$ cat src/rtl/axis_tx_arb_pkg.sv
// Shared types and helpers for the AXI-Stream transmit arbiter.
package axis_tx_arb_pkg;

  typedef enum logic {
    IDLE = 1'b0,
    XFER = 1'b1
  } state_t;

  localparam int unsigned DEF_NUM_SRC    = 4;
  localparam int unsigned DEF_DATA_WIDTH = 16;
  localparam int unsigned DEF_ID_WIDTH   = 2;

  // Bits needed to index n items, never less than 1.
  function automatic int unsigned clog2_min1(input int unsigned n);
    int unsigned w;
    w = 1;
    while ((32'd1 << w) < n) w++;
    return w;
  endfunction

endpackage

$ cat src/rtl/axis_tx_arbiter_rr_arbiter.sv
// Combinational round-robin picker: first requester after last_grant, modulo NUM_SRC.
module rr_arbiter
  import axis_tx_arb_pkg::*;
#(
  parameter int unsigned NUM_SRC  = DEF_NUM_SRC,
  parameter int unsigned ID_WIDTH = DEF_ID_WIDTH
) (
  input  logic [NUM_SRC-1:0]  req,
  input  logic [ID_WIDTH-1:0] last_grant,
  output logic [ID_WIDTH-1:0] grant,
  output logic                any_req
);

  localparam int unsigned N2    = 2 * NUM_SRC;
  localparam int unsigned IDX_W = clog2_min1(NUM_SRC);

  logic [N2-1:0]    mask;
  logic [N2-1:0]    masked;
  logic [IDX_W-1:0] idx;
  logic             found;
  int unsigned      lg;

  // Unrolling req twice lets one lowest-bit scan cover the wrap-around.
  always_comb begin
    lg    = 32'(last_grant);
    mask  = '0;
    idx   = '0;
    found = 1'b0;
    for (int unsigned i = 0; i < N2; i++) begin
      mask[i] = (i > lg) && (i <= lg + NUM_SRC);
    end
    masked = {req, req} & mask;
    for (int unsigned i = 0; i < N2; i++) begin
      if (!found && masked[i]) begin
        idx   = IDX_W'(i % NUM_SRC);
        found = 1'b1;
      end
    end
    grant   = ID_WIDTH'(idx);
    any_req = |req;
  end

endmodule

$ cat src/rtl/axis_tx_arbiter.sv
// Packet-level round-robin AXI-Stream arbiter; grant held until the TLAST beat.
// Optional per-source packet counters: define AXIS_TX_ARB_PKTCNT_EN.
module axis_tx_arbiter
  import axis_tx_arb_pkg::*;
#(
  parameter int unsigned NUM_SRC    = DEF_NUM_SRC,
  parameter int unsigned DATA_WIDTH = DEF_DATA_WIDTH,
  parameter int unsigned ID_WIDTH   = DEF_ID_WIDTH
) (
  input  logic                            ACLK,
  input  logic                            ARESET,
  input  logic [NUM_SRC*DATA_WIDTH-1:0]   s_tdata,
  input  logic [NUM_SRC*DATA_WIDTH/8-1:0] s_tkeep,
  input  logic [NUM_SRC-1:0]              s_tvalid,
  input  logic [NUM_SRC-1:0]              s_tlast,
  output logic [NUM_SRC-1:0]              s_tready,
  output logic [DATA_WIDTH-1:0]           m_tdata,
  output logic [DATA_WIDTH/8-1:0]         m_tkeep,
  output logic                            m_tvalid,
  output logic                            m_tlast,
  output logic [ID_WIDTH-1:0]             m_tid,
  input  logic                            m_tready,
`ifdef AXIS_TX_ARB_PKTCNT_EN
  output logic [NUM_SRC*16-1:0]           pkt_cnt,
`endif
  output logic                            busy,
  output logic [ID_WIDTH-1:0]             grant_idx
);

  localparam int unsigned KEEP_WIDTH = DATA_WIDTH / 8;

  state_t              state_q, state_d;
  logic [ID_WIDTH-1:0] last_grant_q, last_grant_d;
  logic [ID_WIDTH-1:0] grant_idx_q, grant_idx_d;
  logic [ID_WIDTH-1:0] arb_grant;
  logic                arb_any;
  logic                pkt_done;

  rr_arbiter #(
    .NUM_SRC  (NUM_SRC),
    .ID_WIDTH (ID_WIDTH)
  ) u_rr (
    .req        (s_tvalid),
    .last_grant (last_grant_q),
    .grant      (arb_grant),
    .any_req    (arb_any)
  );

  // Output mux is live only in XFER, so arbitration never accepts a beat.
  always_comb begin
    m_tdata  = '0;
    m_tkeep  = '0;
    m_tvalid = 1'b0;
    m_tlast  = 1'b0;
    m_tid    = '0;
    s_tready = '0;
    if (state_q == XFER) begin
      for (int unsigned i = 0; i < NUM_SRC; i++) begin
        if (grant_idx_q == ID_WIDTH'(i)) begin
          m_tdata     = s_tdata[i*DATA_WIDTH +: DATA_WIDTH];
          m_tkeep     = s_tkeep[i*KEEP_WIDTH +: KEEP_WIDTH];
          m_tvalid    = s_tvalid[i];
          m_tlast     = s_tlast[i];
          s_tready[i] = m_tready;
        end
      end
      m_tid = grant_idx_q;
    end
  end

  assign pkt_done = m_tvalid & m_tready & m_tlast;

  always_comb begin
    state_d      = state_q;
    last_grant_d = last_grant_q;
    grant_idx_d  = grant_idx_q;
    case (state_q)
      IDLE: begin
        if (arb_any) begin
          grant_idx_d = arb_grant;
          state_d     = XFER;
        end
      end
      XFER: begin
        if (pkt_done) begin
          last_grant_d = grant_idx_q;
          state_d      = IDLE;
        end
      end
      default: state_d = IDLE;
    endcase
  end

  always_ff @(posedge ACLK or posedge ARESET) begin
    if (ARESET) begin
      state_q      <= IDLE;
      last_grant_q <= ID_WIDTH'(NUM_SRC - 1);
      grant_idx_q  <= '0;
    end else begin
      state_q      <= state_d;
      last_grant_q <= last_grant_d;
      grant_idx_q  <= grant_idx_d;
    end
  end

  assign busy      = (state_q == XFER);
  assign grant_idx = grant_idx_q;

`ifdef AXIS_TX_ARB_PKTCNT_EN
  logic [NUM_SRC-1:0][15:0] cnt_q, cnt_d;

  always_comb begin
    cnt_d = cnt_q;
    for (int unsigned i = 0; i < NUM_SRC; i++) begin
      if (pkt_done && (grant_idx_q == ID_WIDTH'(i))) cnt_d[i] = cnt_q[i] + 16'd1;
    end
  end

  always_ff @(posedge ACLK or posedge ARESET) begin
    if (ARESET) cnt_q <= '0;
    else        cnt_q <= cnt_d;
  end

  assign pkt_cnt = cnt_q;
`endif

endmodule
$ cat config.mk
export PLATFORM = sky130hd
export DESIGN_NAME = axis_tx_arbiter
export DESIGN_NICKNAME = d
export VERILOG_FILES = /design/src/rtl/axis_tx_arb_pkg.sv /design/src/rtl/axis_tx_arbiter_rr_arbiter.sv /design/src/rtl/axis_tx_arbiter.sv
export SDC_FILE = /design/constraint.sdc
export NUM_CORES = 1
export LEC_CHECK = 0
export ABC_AREA = 0
export ABC_CLOCK_PERIOD_IN_PS = 1900
export CORE_ASPECT_RATIO = 0.7
export CORE_UTILIZATION = 28
export DETAILED_ROUTE_END_ITERATION = 16
export PLACE_DENSITY_LB_ADDON = 0.08
export SLEW_MARGIN = 20
export SYNTH_ARGS = -nofsm -noshare
export SYNTH_HDL_FRONTEND = slang
export SYNTH_SLANG_ARGS = --single-unit
export TNS_END_PERCENT = 20
$ cat constraint.sdc
create_clock -name ACLK -period 1.9 [get_ports ACLK]
set_input_delay 0.19 -clock ACLK [delete_from_list [all_inputs] [get_ports ACLK]]
set_output_delay 0.19 -clock ACLK [all_outputs]
set_load 0.02 [all_outputs]
# Word-level counts from Yosys, hierarchy flattened
# Index checks and enable logic that the tools add are counted.
[word_totals]
out_inout_bits = 29
ff_bits = 5
elab_cells = 85
[op_classes]
n_lt_le_gt_ge = 10
bitwise_logic = 4
n_eq_ne = 3
n_reduce_logical = 21
n_mux = 43
add_sub_neg = 1
[ops]
columns = ["cell", "n"]
rows = [
  ["less-or-equal comparator 3 x 32 -> 1 bit, first input constant", 4],
  ["two-way mux 16 bit", 5],
  ["less-or-equal comparator 2 x 32 -> 1 bit, first input constant", 2],
  ["less-or-equal comparator 1 x 32 -> 1 bit, first input constant", 1],
  ["two-way mux 1 bit", 24],
  ["two-way mux 2 bit", 12],
  ["logical AND 1 bit", 10],
  ["AND 8 bit", 1],
  ["zero test 1 bit", 7],
  ["adder 2 x 3 -> 4 bit, second input constant", 1],
  ["== test 2 bit, second input constant", 2],
  ["> comparator 2 bit, first input constant", 2],
  ["two-way mux 4 bit", 1],
  ["AND reduction 2 bit", 2],
  ["OR reduction 4 bit", 1],
  ["AND 1 bit", 2],
  ["== test 2 x 1 -> 1 bit, second input constant", 1],
  ["> comparator 1 x 2 -> 1 bit, first input constant", 1],
  ["zero test 2 bit", 1],
  ["case mux 1 bit (2 select lines)", 1],
  ["NOT 1 bit", 1],
]

# Logic depth before layout (Yosys ltp)
# Gate-level depths: netlist of the first run.
[depth]
ltp_word = 26
ltp_mapped = 5
mapped_depth_nobuf = 4

# Hierarchy
# A second synthesis of the first run with hierarchy kept.
[hier_totals]
cells_unflattened = 92
area_unflattened_um2 = 993.5
[modules_own_cells]
columns = ["module", "cells_each", "seq_area_each_um2", "n_inst", "area_each_um2"]
rows = [
  ["axis_tx_arbiter", 78, 127.6, 1, 907.1],
  ["rr_arbiter", 14, 0.0, 1, 86.3],
]

# Worst setup path after synthesis of the first run
# OpenSTA, ideal clock, no wires.
[synth_path]
path_kind = "reg-to-output"
from = "register grant_idx_q[0], in the netlist grant_idx[0]"
to = "output m_tdata[10]"
required_ns = 1.710
arrival_time_ns = 1.499
path_stages_with_launch = 5
setup_slack_ns = 0.211
cell_sequence = "dfrtp_1 buf_6 buf_6 mux4_2 and2_1"
[synth_between]
elab_chain_len = 6
[synth_lines]
columns = ["element", "line_no", "rtl"]
rows = [
  ["start, declared", "axis_tx_arbiter.sv:34", "logic [ID_WIDTH-1:0] grant_idx_q, grant_idx_d;"],
  ["start signal, assigned", "axis_tx_arbiter.sv:102", "grant_idx_q <= grant_idx_d;"],
  ["zero test 2 bit", "axis_tx_arbiter.sv:59", "if (grant_idx_q == ID_WIDTH'(i)) begin"],
  ["two-way mux 16 bit (3 in series)", "axis_tx_arbiter.sv:59", ""],
  ["two-way mux 16 bit *", "axis_tx_arbiter.sv:59", ""],
  ["two-way mux 16 bit *", "axis_tx_arbiter.sv:57", "if (state_q == XFER) begin"],
  ["end, declared", "axis_tx_arbiter.sv:17", "output logic [DATA_WIDTH-1:0] m_tdata,"],
]
# Every way passes the cells marked *; elsewhere a longest branch is shown, timed or not.

# Final worst setup path of the first run
[layout_path]
from = "register grant_idx_q[0], in the netlist grant_idx[0]"
to = "output m_tvalid"
[layout_between]
elab_chain_len = 6
[layout_lines]
columns = ["element", "line_no", "rtl"]
rows = [
  ["zero test 2 bit", "axis_tx_arbiter.sv:59", ""],
  ["two-way mux 1 bit (3 in series)", "axis_tx_arbiter.sv:59", ""],
  ["two-way mux 1 bit *", "axis_tx_arbiter.sv:59", ""],
  ["two-way mux 1 bit *", "axis_tx_arbiter.sv:57", ""],
  ["end, declared", "axis_tx_arbiter.sv:19", "output logic m_tvalid,"],
]
# Marked as above.

==> run metrics, run 1 <==
status completed; Worst Tran Pin Value 697 ps; data arrival time of the worst path 1710 ps; Final Cycle Share 0.999; first-pass GRT wire length 5840 µm; Seq pwr share 0.097; PD cells 1310 nW/µm²; hold buffers post-CTS 0; die footprint 3810 µm²; Initial Utilization 0.304; total iterations of the first detailed-routing run 5; Mapped Area 997 µm²; Fill cells 283; antenna viol nets, final 0; clock root cell clkbuf_8; Sw Share 0.451; Synth area leaders mux4_2 38%, and2_1 12%, dfrtp_1 7.5%; # IOs 112; Worst EP required 1710 ps; fin crit period 1900 ps; # Post-CTS Setup Buffers 0; crit path max fanout 14; worst-case reg-to-reg path depth 4; largest net degree at the start of global routing 19; drt wl/cell 14.7 µm; total routed wirelength 3850 µm; fin util 0.668; predominant post-synthesis flop cell dfrtp_1; DIE WIDTH 73.3 µm; DR DRC count 0; post-synthesis compound-gate area fraction 0.0816; Setup Skew 5.11 ps; clock power share 0.070; part of the Yosys area used for sequential elements 0.128; vias in the first global route 1249; multiplexer share of the synthesized area 0.476; largest family of logic cells by synthesized area multiplexers; layout cells sized above 1 0.276; Synth top area share 0.384; Area Growth Syn to Fin 120%; Critical Path Start Type flip-flop; leading cell type in the layout, fill and taps excluded clkdlybuf4s50_1; XOR/XNOR Fraction of Synth Area 0; gr usage total 0.199; GRT overflow 0; Num CTS Buffers 3; port buffer count 111; vias per cell 5.00; FP Rows 17; Final nets 298; leading area contributor after synthesis mux4_2; max cap viols 0; initial antenna violation count 0; core area 3280 µm²; Peak VDD IR 0.663 mV; Crit Path Class reg2out; routability cong. 0.738; vias 1305; Fin. Hold Viols 0; H-tree depth 1; Cell Int Power 1.57 mW; chip height 51.9 µm; Post-synth EDFFs 0; RSZ-0062 raised after global routing yes; Post-Synthesis Cells 95; P_sw 1.29 mW; FFs w/ async S/R, synth 1.00; fin. max-slew vios 0; #FFs+latches synth 5; clk buf depth 2; Worst-path clk slew 40 ps; syn_area_per_cell 10.5 µm²; CP endpoint kind output port; CTS sink cnt 5; Gate power share 0.833; CTS tree yes; P_leak 0.930 nW; Simple-Gate Fraction of Synth Area 0.226; f_max 527 MHz; Syn Nets 178; Unique masters post-synth 29; most frequent cells in the layout 89 x clkdlybuf4s50_1, 19 x and2_1, 17 x mux4_2; ant diodes 0; Clock Latency Late Sink 220 ps; hold slack 172 ps; Final setup viols 0; Hold Crit Class in2async; initial DRC count 36; HPWL Detailed 3160 µm; Yosys warning count 0; Max-Slew Margin vs Limit 0.523; adder and majority gate portion of the synthesized area 0
cell type report:
cell class                 instances  area [µm²]  area share
inverter                           5        18.8     0.00857
timing repair buffer             124        1160       0.528
multi-input combinational         76         781       0.357
sequential                         5         130      0.0594
tap                               47        58.8      0.0269
clock buffer                       4        45.0      0.0206
logic make-up (layout without fill, tap and decap cells):
family	Yosys count	count (layout)
compound gates	11	11
flops	5	5
mux	24	24
buf+inv	14	133
simple gates	41	41
state kept, by name (all words and copies together) (netlist names):
name          count
busy              1
grant_idx         2
last_grant_q      2
critical path: stages, from the launching register on:
cell,delay [ps]
dfrtp_2,420
buf_12,170
mux2i_1,230
or2b_1,240
and3_1,170
clkdlybuf4s15_2,250
what timing repair did:
item,4_1_cts,5_1_grt
endpoints found under the setup margin,23,17
resized for setup,58,22
cloned,1,0
pin swaps,0,0
per-stage QoR:
stage	setup WS, ps	instances	instance area [µm²]	power [mW]	TNS, ps
finish	1.36	261	2190	2.87	0
global route	-70.0	261	2190	3.05	-113
CTS	-72.5	261	2250	2.97	-337
detailed placement	-149	256	2210	2.89	-1720
global placement	-108	256	2210	2.84	-1260
floorplan	211	95	997	1.80	0
layer usage:
metal  routed length (µm)  global-route usage  share of wire  vias up
li1                     -                   -              -      600
met1                 1400               0.221           0.36      614
met2                 1990               0.392           0.52       85
met3                  400              0.0329           0.10        6
met4                   63              0.0513          0.016        0
met5                    0                   0              0        -
power by group through the flow:
stage                     Clock (mW)  Sequential, mW  Combinational, mW
after floorplan                    0           0.243               1.55
after global placement             0           0.252               2.59
after detailed placement           0           0.253               2.64
after CTS                      0.203           0.266               2.50
after global routing           0.211           0.284               2.56
final                          0.201           0.277               2.39
worst paths after layout:
kind | start | end | slack [ps]
worst max-delay path | grant_idx[0] | m_tvalid | 1
worst min-delay path | ARESET | grant_idx[1] | 170
worst max register to register | last_grant_q[1] | grant_idx[1] | 240
worst min register to register | last_grant_q[0] | last_grant_q[0] | 580
max in group asynchronous | ARESET | last_grant_q[0] | 1500
min in group ACLK | last_grant_q[0] | last_grant_q[0] | 580
synthesized netlist by cell type, types with 2 or more instances:
master / number
and2_1: 19
mux4_2: 17
nor2_1: 8
inv_1: 5
mux2i_1: 5
nand2_1: 5
buf_2: 4
dfrtp_1: 3
nand2b_1: 3
a21oi_1: 2
and3_1: 2
buf_6: 2
clkbuf_1: 2
dfstp_2: 2
o22ai_1: 2
(Power assumes the default switching activity.)
==> inputs of run 2 (changes only) <==
--- a/config.mk
+++ b/config.mk
@@ -10,6 +10,7 @@
 export CORE_ASPECT_RATIO = 0.7
 export CORE_UTILIZATION = 28
 export DETAILED_ROUTE_END_ITERATION = 16
+export MAX_ROUTING_LAYER = met4
 export PLACE_DENSITY_LB_ADDON = 0.08
 export SLEW_MARGIN = 20
 export SYNTH_ARGS = -nofsm -noshare
==> run 2 against run 1 <==
Net effect: clock skew unchanged; power decreased by 0.10%; fmax about the same; critical path type unchanged; critical endpoint unchanged; largest cell class unchanged.
==> run metrics, run 2 (synthesized netlist as in run 1, its figures left out) <==
Final setup viols 0 (unchanged); layout cells sized above 1 0.276 (unchanged); worst-case reg-to-reg path depth 4 (unchanged); vias per cell 5.00 (about the same); first-pass GRT wire length 5820 µm (-0.36%); DR DRC count 0 (unchanged); Peak VDD IR 0.664 mV (about the same); storage element area 130 µm² (unchanged); Slowest cell on crit path dfrtp_2; crit-path cells buf_12 -> mux2i_1 -> or2b_1 -> and3_1 -> clkdlybuf4s15_2; DP Cell Count 256 (unchanged); drt wl/cell 14.7 µm (-0.29%); hold buffers post-CTS 0 (unchanged); ant diodes 0 (unchanged); Fill cells 283 (unchanged); total iterations of the first detailed-routing run 4 (-1); RSZ-0062 raised after global routing yes; H-tree depth 1 (unchanged); DIE WIDTH 73.3 µm (unchanged); gr usage total 0.204 (+0.00543); most frequent cells in the layout 89 x clkdlybuf4s50_1, 19 x and2_1, 17 x mux4_2; Max-Slew Margin vs Limit 0.538 (+0.0146); fin. max-slew vios 0 (unchanged); Clock Latency Late Sink 220 ps (about the same); crit path max fanout 14 (unchanged); CTS sink cnt 5 (unchanged); area of the multi-input gates 781 µm² (unchanged); DP Area 2210 µm² (unchanged); core area 3280 µm² (unchanged); P_leak 0.930 nW (unchanged); total routed wirelength 3840 µm (-0.29%); Worst Tran Pin Value 676 ps (-21.3 ps); Setup Skew 5.11 ps (unchanged); chip height 51.9 µm (unchanged); vias in the first global route 1254 (+0.40%); PD cells 1310 nW/µm² (-0.10%); # IOs 112 (unchanged); # Post-CTS Setup Buffers 0 (unchanged); antenna viol nets, final 0 (unchanged); HPWL Detailed 3160 µm (unchanged); Finished Cell Area 2190 µm² (unchanged); setup TNS 0 ps (unchanged); vias 1306 (+0.077%); fin crit period 1900 ps (-0.843 ps); die footprint 3810 µm² (unchanged); Fin. Hold Viols 0 (unchanged); Area Growth Syn to Fin 120% (unchanged); initial DRC count 36 (unchanged); clk buf depth 2 (unchanged); CP endpoint kind output port; status completed; Num CTS Buffers 3 (unchanged); Final nets 298 (unchanged); RR Endpoint grant_idx[1]; Finished Layout Cells 261 (unchanged); Initial Utilization 0.304 (unchanged); port buffer count 111 (unchanged); Reg-to-Reg Start last_grant_q[1]; Critical Path Start Type flip-flop; routability cong. 0.747 (+1.2%); Setup WS post-layout 2.20 ps (+0.843 ps); Max stage delay on crit path 420 ps (about the same); f_max 527 MHz (about the same); fin util 0.668 (unchanged); data arrival time of the worst path 1710 ps (about the same); hold slack 172 ps (unchanged); largest net degree at the start of global routing 19 (unchanged); Worst EP required 1710 ps (about the same); reg-to-reg slack, setup 260 ps (+20 ps); CTS tree yes; Hold Crit Class in2async; initial antenna violation count 0 (unchanged); FP Rows 17 (unchanged); clock root cell clkbuf_8; Crit Path Class reg2out; Tot Pwr 2.87 mW (-0.10%); max cap viols 0 (unchanged); pre-CTS setup slack -149 ps (unchanged); Worst-path clk slew 40 ps (about the same); leading cell type in the layout, fill and taps excluded clkdlybuf4s50_1; GRT overflow 0 (unchanged); Final Cycle Share 0.999 (about the same)
run 2: worst max-delay path: cells and delay by family, from the launching register on:
family	cells	cell delay, ps
and+or+nand+nor	2	410
muxes	1	230
buffers and inverters	2	420
DFF	1	420
run 2: power by group:
group | internal (mW) | switching (mW)
Combinational | 1.25 | 1.14
Sequential | 0.179 | 0.0966
Clock | 0.144 | 0.0564
Total | 1.57 | 1.29
run 2: worst max-delay path by stage:
stage,from,endpoint,depth (start not counted)
after floorplan,grant_idx[0],m_tdata[10],4
after global placement,grant_idx[0],m_tdata[15],4
after detailed placement,grant_idx[0],m_tdata[14],4
after CTS,grant_idx[0],m_tdata[9],4
after global routing,grant_idx[0],m_tvalid,5
final,grant_idx[0],m_tvalid,5
run 2: area by class of cell:
cell class | count | area share
clock buffers | 4 | 0.0206
multi-input cells | 76 | 0.357
flip-flops and latches | 5 | 0.0594
well taps | 47 | 0.0269
repair buffers | 124 | 0.528
inverters | 5 | 0.00857
run 2: layer usage:
metal  wire, µm  GRT usage  vias up  part of all wire
met5          0          -        -                 0
met4         63     0.0513        0             0.016
met3        364     0.0271        6             0.095
met2       1990      0.394       81              0.52
met1       1430      0.224      620              0.37
li1           -          -      599                 -
run 2: timing repair:
item / 4_1_cts / 5_1_grt
pin swaps: 0 / 0
resized for setup: 58 / 22
setup endpoints to repair: 23 / 17
gates cloned: 1 / 0
==> edit 1: new RTL, flow settings as in run 2 <==
Add a define of `AXIS_TX_ARB_PKTCNT_EN`.
--- a/src/rtl/axis_tx_arbiter.sv
+++ b/src/rtl/axis_tx_arbiter.sv
@@ -1,5 +1,7 @@
 // Packet-level round-robin AXI-Stream arbiter; grant held until the TLAST beat.
 // Optional per-source packet counters: define AXIS_TX_ARB_PKTCNT_EN.
+`define AXIS_TX_ARB_PKTCNT_EN
+
 module axis_tx_arbiter
   import axis_tx_arb_pkg::*;
 #(
Check against the original RTL (old outputs only; new: pkt_cnt): equivalent (equiv_simple and equiv_induct, registers matched by name and starting in step).
==> edit 1 against run 2 <==
The run now ends with negative setup slack left. Critical path depth down 1. Synthesized cell count rose to 3.6 times the old value. Fmax down 1.8%. First-iteration DRC count up 83%. Setup slack worse by 0.034 ns. Power rose to 2.8 times the old value. Synthesized area rose to 3.9 times the old value. Core utilization down 16 points. Final area rose to 3.1 times the old value. Sequential cell count up 64. Wire length rose to 2.9 times the old value. Critical endpoint is now m_tdata[14].
==> edit 1: results (changes against run 2) <==
clock tree skew after final layout 0.007243 ns (+0.002137 ns); violations in the final reports negative setup slack; dpl ws -0.1717 ns (-0.02312 ns); Worst-Skew Late Latency 0.33 ns (+0.11 ns); Nets 650 (+120%); met2 track utilization from global routing 0.2608 (-0.1327); first-pass GRT wire length 18080 um (+210%); Setup violations, final 16 (+16); share of post-route cells with drive strength above 1 0.2782 (+0.002468); maximum number of pins on one net before global-route repair 70 (+51); clock tree root driver cell sky130_fd_sc_hd__clkbuf_16; slowest cell delay on critical path 0.49 ns (+0.07 ns); Iter 0 DRT Violations 66 (+83%); worst reg2reg startpoint grant_idx[0]; met3 Resource Use GR 0.04798 (+0.02085); Total Routing Usage GR 0.1704 (-0.03373); category of cells accounting for the largest share of critical-path delay multiplexers; gpl congestion 0.7535 (+0.91%); crit path setup slack, layout -0.03191 ns (-0.03411 ns); leakage power summed over all cells 2.933 nW (+220%); clock edge transition at the registers on the reported setup and hold paths 0.06 ns (+0.02 ns); worst ir drop on vdd 0.5644 mV (-15%); hpwl dp 8456 um (+170%); vias per cell 4.558 (-8.9%); Netlist cell types 47 (+62%); worst hold slack after final layout 0.3024 ns (+0.1299 ns); vias in the first global route 3524 (+180%); run status finished with violations; max FFs per register 64; number of port buffers 175 (+58%); Global Route met1 Usage 0.2207 (-0.003046); Worst-Margin Slew 0.3692 ns (-0.3064 ns); CTS buffer count 9 (+6); depth of the most critical reg-to-reg path 8 (+4); Syn Nets 431 (+140%); crit path max fanout 6 (-8); library cell contributing the largest single delay on the critical path sky130_fd_sc_hd__mux4_2; Post-synth top cells 67 x sky130_fd_sc_hd__dfrtp_1, 39 x sky130_fd_sc_hd__xnor2_1, 28 x sky130_fd_sc_hd__nand2_1, 22 x sky130_fd_sc_hd__and2_1, 22 x sky130_fd_sc_hd__nand3_1; depth of the CTS H-tree 3 (+2); part of the Yosys area used for sequential elements 0.4444 (+0.3164)
## edit 1: cell count changes in the layout (fill, tap and decap cells not counted), sizes merged, moves of 11 or more
cell           delta
nand4            +14
clkdlybuf4s50    +60
xor2             +21
nand3            +22
nor2             +11
dfrtp            +64
xnor2            +39
nand2            +22
buf              +43
## edit 1: worst reg2reg max path, stage by stage, from the launching register on
cell                      delay, ns
sky130_fd_sc_hd__dfrtp_2       0.46
sky130_fd_sc_hd__buf_6         0.15
sky130_fd_sc_hd__buf_6         0.12
sky130_fd_sc_hd__and4b_2       0.34
sky130_fd_sc_hd__nand3_4       0.10
sky130_fd_sc_hd__nor3b_4       0.20
sky130_fd_sc_hd__buf_6         0.15
sky130_fd_sc_hd__nand4_1       0.11
sky130_fd_sc_hd__xnor2_1       0.14
## edit 1: per-layer routing
metal | wire length, um | vias to the layer above | part of all wire
li1 | - | 1665 | -
met1 | 5206 | 1645 | 0.47
met2 | 5169 | 109 | 0.46
met3 | 622 | 13 | 0.056
met4 | 127 | 0 | 0.011
met5 | 0 | - | 0
## edit 1: cell type report
cell class | count | area, um^2
clock buffer | 11 | 252.7
timing repair buffer | 222 | 2196
multi-input combinational | 252 | 2192
sequential | 69 | 1733
inverter | 9 | 37.54
clock inverter | 5 | 106.4
tap | 185 | 231.5
fill | 1221 | 6608
## edit 1: path summary, 6_finish.rpt
kind / to
max: m_tdata[14]
min: pkt_cnt[61]
max reg2reg: pkt_cnt[44]
min reg2reg: pkt_cnt[47]
max in group asynchronous: last_grant_q[1]
min in group ACLK: pkt_cnt[47]
## edit 1: metrics by stage
step | TNS (ns) | instances
after CTS | -2.278 | 748
after global routing | -2.179 | 753
after global placement | -3.497 | 732
final | -0.2454 | 753
after detailed placement | -3.765 | 732
after floorplan | -0.09129 | 344
## edit 1: cell families after synthesis
| logic type | Yosys count | synth area share |
|---|---|---|
| buf+inv | 23 | 0.02540 |
| simple gates | 147 | 0.2257 |
| mux | 28 | 0.1318 |
| fa+ha+maj | 4 | 0.01286 |
| compound gates | 13 | 0.02476 |
| xor+xnor | 60 | 0.1350 |
| flops | 69 | 0.4444 |
## edit 1: power by group
group / switching [mW] / internal, mW / total [mW]
Clock: 0.642 / 1.36 / 2.00
Combinational: 1.75 / 2.24 / 3.99
Sequential: 0.243 / 1.66 / 1.90
## edit 1: timing repair
item,4_1_cts,5_1_grt
cloned,0,1
pin swaps,5,14
resized for setup,85,89
buffers inserted,0,4
endpoints found under the setup margin,42,51
==> edit 2: new RTL, settings of run 2 <==
Made on the original files. Set the package constant `DEF_NUM_SRC` to 3 (it was 4).
--- a/src/rtl/axis_tx_arb_pkg.sv
+++ b/src/rtl/axis_tx_arb_pkg.sv
@@ -6,7 +6,7 @@
     XFER = 1'b1
   } state_t;
 
-  localparam int unsigned DEF_NUM_SRC    = 4;
+  localparam int unsigned DEF_NUM_SRC    = 3;
   localparam int unsigned DEF_DATA_WIDTH = 16;
   localparam int unsigned DEF_ID_WIDTH   = 2;
 
Interface: changed (5 resized); port bits go from 112 to 91. No check against the original RTL was run, so the function may have changed too.
==> edit 2 against run 2 <==
Register-to-register slack worse by 0.06 ns. Setup slack better by 0.072 ns. Power is 11% lower. Fmax is 3.9% higher. First-iteration DRC count is 47% higher. Final area is 16% lower. Sequential cell count stayed put. Via count is 6.3% lower. Non-clock buffer count is 23 lower. Synthesized area is 18% lower. Wire length is 16% lower.
==> edit 2: results (changes against run 2) <==
CP Data Arrival Time 1.64 ns (-0.07 ns); Syn Nets 189 (+6.2%); share of post-route cells with drive strength above 1 0.07273 (-0.2030); Global Route met1 Usage 0.2176 (-0.006061); clock tree skew after final layout 0.003559 ns (-0.001547 ns); relative slew slack 0.7706 (+0.2326); worst reg2reg startpoint grant_idx[1]; filler instances 225 (-20%); gpl congestion 0.8004 (+7.2%); endpoint of the most critical setup path s_tready[0]; Total Routing Usage GR 0.1973 (-0.006792); met2 track utilization from global routing 0.3616 (-0.03190); worst ir drop on vdd 0.7255 mV (+9.3%); hpwl dp 2496 um (-21%); number of port buffers 90 (-19%); leakage power summed over all cells 0.8600 nW (-7.5%); part of the Yosys area used for sequential elements 0.1542 (+0.02622); Iter 0 DRT Violations 53 (+47%); vias in the first global route 1066 (-15%); maximum number of pins on one net before global-route repair 22 (+3); run status finished clean; crit path max fanout 18 (+4); wire length per cell after detailed routing 12.63 um (-14%); vias per cell 4.781 (-4.4%); Post-synth top cells 43 x sky130_fd_sc_hd__nor2_1, 21 x sky130_fd_sc_hd__a21oi_1, 20 x sky130_fd_sc_hd__mux2i_1, 6 x sky130_fd_sc_hd__buf_2; Min Clock Period, post-route 1.826 ns (-0.07179 ns); Netlist cell types 23 (-21%); first-pass GRT wire length 4485 um (-23%); dpl ws 0.07887 ns (+0.2275 ns)
==> edit 2: cell types whose count changed in the layout (fill, tap and decap cells not counted), sizes merged, moves of 5 or more <==
| cell | run 2 | this run |
|---|---|---|
| a21oi | 2 | 21 |
| and2 | 19 | 4 |
| buf | 26 | 11 |
| clkbuf | 9 | 4 |
| clkdlybuf4s50 | 89 | 69 |
| dlygate4sd2 | 3 | 17 |
| mux2i | 5 | 20 |
| mux4 | 18 | 0 |
| nor2 | 8 | 43 |
==> edit 2: cell families after synthesis <==
group           Yosys count  synth area share
simple gates             58            0.3069
compound gates           27            0.1847
buf+inv                  14           0.08244
mux                      22            0.2718
flops                     5            0.1542
==> edit 2: how the worst min path moves through the flow <==
stage               startpoint           end  slack (ns)
detailed placement      ARESET          busy        0.42
global route            ARESET  grant_idx[0]        0.21
finish                  ARESET  grant_idx[0]        0.17
floorplan               ARESET          busy       -0.03
global placement        ARESET          busy        0.41
CTS                     ARESET          busy        0.19
==> edit 2: layout make-up <==
class | instances | area (um^2) | share of cell area
multi-input combinational | 107 | 625.6 | 0.3383
timing repair buffer | 101 | 996.0 | 0.5386
inverter | 3 | 11.26 | 0.006089
sequential | 5 | 126.4 | 0.06834
clock buffer | 4 | 45.04 | 0.02436
tap | 36 | 45.04 | 0.02436
==> edit 2: routing by layer <==
metal	routed length (um)	share of wire
met5	0	0
met4	20	0.0062
met3	249	0.077
met2	1621	0.50
met1	1343	0.42
==> edit 2: power breakdown <==
part	switching (mW)	internal, mW	leakage, nW
Combinational	1.15	0.972	0.781
Clock	0.0530	0.144	0.0228
Sequential	0.0523	0.163	0.0567
==> edit 2: timing repair <==
item | CTS | global route
pin swaps | 0 | 0
setup endpoints to repair | 20 | 4
gates resized for setup | 20 | 4
